### src/rtl/sd_credit_tx.sv
// Credit-gated transmit end of a long-wire link.
// Upstream words land in a 2-entry holding buffer and are launched as
// registered valid/data only while the link holds credits. Every output
// comes straight from a flop so the long route starts timing-clean.
module sd_credit_tx #(
  parameter int width   = 8,
  parameter int credits = 4,
  parameter int cnt_w   = $clog2(credits + 1)
) (
  input  logic             clk,
  input  logic             reset,
  input  logic             c_srdy,
  output logic             c_drdy,
  input  logic [width-1:0] c_data,
  output logic             p_vld,
  output logic [width-1:0] p_data,
  input  logic             p_credit,
  output logic [cnt_w-1:0] cr_avail,
  output logic             cr_err
);

  localparam logic [cnt_w-1:0] cr_max = cnt_w'(credits);

  logic [width-1:0] buf_reg [2];
  logic             head_reg;
  logic             tail_reg;
  logic [1:0]       occ_reg;
  logic [1:0]       occ_next;
  logic [cnt_w-1:0] cr_reg;
  logic [cnt_w-1:0] cr_next;
  logic             err_reg;
  logic             err_next;
  logic             drdy_reg;
  logic             vld_reg;
  logic [width-1:0] data_reg;

  logic push;
  logic send;
  logic overflow;

  // Transfer decisions use registered state only, so a freshly pushed
  // word or a freshly returned credit takes effect one edge later.
  always_comb begin
    push     = c_srdy && drdy_reg;
    send     = (occ_reg != 2'd0) && (cr_reg != '0);
    overflow = p_credit && (cr_reg == cr_max) && !send;
  end

  // Post-edge buffer occupancy; a coincident push and pop leave it unchanged.
  always_comb begin
    occ_next = occ_reg;
    case ({push, send})
      2'b10:   occ_next = occ_reg + 2'd1;
      2'b01:   occ_next = occ_reg - 2'd1;
      default: occ_next = occ_reg;
    endcase
  end

  // Credit count: minus one per send, plus one per returned credit,
  // saturating at the maximum with a sticky error on a surplus credit.
  always_comb begin
    cr_next  = cr_reg;
    err_next = err_reg;
    if (overflow) begin
      err_next = 1'b1;
    end else if (send && !p_credit) begin
      cr_next = cr_reg - cnt_w'(1);
    end else if (!send && p_credit) begin
      cr_next = cr_reg + cnt_w'(1);
    end
  end

  // Holding buffer storage; contents need no reset because the pointers do.
  always_ff @(posedge clk) begin
    if (push) begin
      buf_reg[tail_reg] <= c_data;
    end
  end

  // Pointers, counters and registered link outputs.
  always_ff @(posedge clk) begin
    if (!reset) begin
      head_reg <= 1'b0;
      tail_reg <= 1'b0;
      occ_reg  <= 2'd0;
      cr_reg   <= cr_max;
      err_reg  <= 1'b0;
      drdy_reg <= 1'b0;
      vld_reg  <= 1'b0;
      data_reg <= '0;
    end else begin
      if (push) begin
        tail_reg <= ~tail_reg;
      end
      if (send) begin
        head_reg <= ~head_reg;
        data_reg <= buf_reg[head_reg];
      end
      occ_reg  <= occ_next;
      cr_reg   <= cr_next;
      err_reg  <= err_next;
      drdy_reg <= (occ_next != 2'd2);
      vld_reg  <= send;
    end
  end

  assign c_drdy   = drdy_reg;
  assign p_vld    = vld_reg;
  assign p_data   = data_reg;
  assign cr_avail = cr_reg;
  assign cr_err   = err_reg;

endmodule
### config.mk
export PLATFORM = sky130hd
export DESIGN_NAME = sd_credit_tx
export DESIGN_NICKNAME = d
export VERILOG_FILES = /design/src/rtl/sd_credit_tx.sv
export SDC_FILE = /design/constraint.sdc
export NUM_CORES = 1
export LEC_CHECK = 0
export ABC_AREA = 1
export BUFFER_PORTS_ARGS = -buffer_cell sky130_fd_sc_hd__buf_4
export CAP_MARGIN = 5
export CORE_MARGIN = 10
export CORE_UTILIZATION = 25
export DETAILED_ROUTE_END_ITERATION = 7
export PLACE_DENSITY_LB_ADDON = 0.05
export REMOVE_ABC_BUFFERS = 1
export SYNTH_ARGS = -nofsm -noshare
export SYNTH_HDL_FRONTEND = slang
export SYNTH_SLANG_ARGS = --single-unit
### constraint.sdc
create_clock -name clk -period 2.2 [get_ports clk]
set_input_delay 0.44 -clock clk [delete_from_list [all_inputs] [get_ports clk]]
set_output_delay 0.44 -clock clk [all_outputs]
set_load 0.03 [all_outputs]
==> flow_summary.yaml <==
run_status:
  status: "completed"
floorplanning:
  fp.dieArea_mm2: 0.00875
  start_util: 0.261
  chipWidth_um: 93.6
  io_pins: 26
  die_h_um: 93.6
  core_mm2: 0.00517
  rows: 26
final_layout:
  final_nets: 169
  largest_reg_flops: 16
  n_antenna_cell: 0
  syn2layout_area_growth_pct: 26.7
  fill_cells: 546
  fin_util: 0.331
  drive_above_1_share: 0.263
  final_area_mm2: 0.00171
  instances_no_fill: 226
pwr:
  power.total_mw: 2.45
  pwr-share-comb: 0.434
  seqPwrFrac: 0.387
  p_switching_uw: 999
  p_leak_nw: 0.762
  netSwitchingFraction: 0.407
  power_density_mw_per_mm2: 1430
  ir_worst_vdd_mv: 0.393
  clockPowerShare: 0.178
  internal_power_mw: 1.45
cts:
  insertion_delay_ps: 280
  clock_path_buffers: 2
  ctsResizeCount: 0
  cts.sink_count: 34
  root_buffer: "clkbuf_8"
  numCtsBuffers: 5
  cts_tree: "built"
  holdBufCountCts: 0
  h-tree-depth: 2
  cts_setup_buffers: 0
  clk_pin_slew_ps: 70
routing:
  wl_mm: 2.86
  antenna_left: 0
  firstDrtPassIters: 4
  vias: 921
  drt_iter0_drc: 38
  drc: 0
  vias_per_cell: 4.08
  wl_per_cell_um: 12.7
timing:
  fin_ws_ps: 452
  relSlewSlack: 0.692
  rsz0062_at_grt: "false"
  fmax_mhz: 572
  slew_viol_final: 0
  worst_pin_slew_ps: 460
  skew_ps: 6.95
  setup_viol: 0
  finalHoldViolCount: 0
  fin_crit_sh: 0.795
  setup_tns_ps: 0
  period_minus_slack_ps: 1750
  fin_hold_ws_ps: 340
global_route:
  grt_usage: 0.0705
  grt_pass1_vias: 994
  grt.overflow.total: 0
  grt_max_degree: 18
  antenna_found_initial: 0
  grt_pass1_wl_mm: 4.75
placement:
  postPlaceCellArea_mm2: 0.00163
  pre_cts_slack_ps: 459
  io_buffers: 25
  dp.final_hpwl_mm: 2.09
  place.gp.congestion: 0.685
  dp_cells: 218
worst_setup_path:
  cpMostUsedCell: "nand3_1"
  crit_fanout: 6
  max_stage_delay_ps: 440
  arrival_ps: 1910
  critPathSlowestCell: "fa_1"
  rrSetupSlack_ps: 450
  setup.worst_path.start_class: "flip-flop"
  critPathRequiredTime_ps: 2370
  worstReg2RegStart: "cr_avail[2]"
  worstSetupPathType: "flip-flop to flip-flop"
  crit_start: "cr_avail[2]"
  cp_top_family: "simple AND/OR/NAND/NOR gates"
  critPathBufInv: 1
  end_kind: "flip-flop"
  cp_cell_sequence: "inv_1 > nand2_4 > nand3_1 > fa_1 > a21oi_1 > nand3_1 > nand3_1 > nand3_1"
flow_run:
  maxCapViolations: 0
logic_synthesis:
  async_reset_ff_frac: 0
  synthCells: 123
  synth_most_common_cell: "nand2_1"
  synth-edff-count: 16
  synth-seq-cells: 34
  synth_top_cells_by_count: "23 x nand2_1, 18 x dfxtp_1, 16 x edfxtp_1, 14 x nand3_1, 10 x inv_1"
  synth_area_mm2: 0.00135
  ys_top_cells_by_area: "edfxtp_1 36%, dfxtp_1 27%, nand2_1 6.4%"
  yosysTopAreaCell: "edfxtp_1"
  yosys_warnings: 0
  synth.distinct_cells: 25
  synthFlopType: "dfxtp_1"
  synth_top_area_frac: 0.355
  ys_seq_area_frac: 0.622
  avgSynthCellArea_um2: 11.0
min_path:
  hold_path_class: "input port to flip-flop"
  min-delay-start: "c_data[1]"
## path summary, 6_finish.rpt
| kind | end | cells after the start |
|---|---|---|
| worst max register to register | cr_avail[2] | 8 |
| worst min register to register | cr_err | 2 |
| worst max-delay path | cr_avail[2] | 8 |
| worst min-delay path | buf_reg[0][1] | 1 |
## logic make-up after synthesis
logic type / synth area share
AOI/OAI and AO/OA: 0.0944
xor gates and xnor gates: 0.0130
adders and majority gates: 0.0241
buffers and inverters: 0.0509
DFF: 0.622
and+or+nand+nor: 0.196
## layout make-up
class	instances	area [um^2]	area share
clock inverter	3	16.3	0.00949
sequential	34	841	0.491
timing repair buffer	28	210	0.123
clock buffer	5	68.8	0.0401
multi-input combinational	74	443	0.258
tap	70	87.6	0.0511
inverter	12	47.5	0.0277
## layer usage
metal  GRT usage  vias up  wire (um)  share of wire
met5           0        -          0              0
met4      0.0380        0         36          0.013
met3      0.0328        4        211          0.074
met2       0.110       20       1320           0.46
met1      0.0782      411       1290           0.45
li1            -      486          -              -
## cell usage in the layout (no fill, tap or decap), types with 2 or more instances in the layout
cell type and n:
buf_4 28, nand2_1 23, dfxtp_1 18, edfxtp_1 16, nand3_1 14, inv_1 10
o211a_1 8, nor2_1 7, a21oi_1 7, clkbuf_8 5, clkinv_1 2, xor2_1 2
nand4_1 2
## power groups by stage
| stage | Combinational (mW) | Sequential [mW] | Clock [mW] |
|---|---|---|---|
| finish | 1.07 | 0.950 | 0.438 |
| CTS | 1.10 | 0.955 | 0.463 |
| global placement | 1.08 | 0.966 | 0 |
| global route | 1.20 | 0.975 | 0.485 |
| detailed placement | 1.09 | 0.968 | 0 |
| floorplan | 0.560 | 1.14 | 0 |
Note: power is estimated with default switching activity, not from simulation.
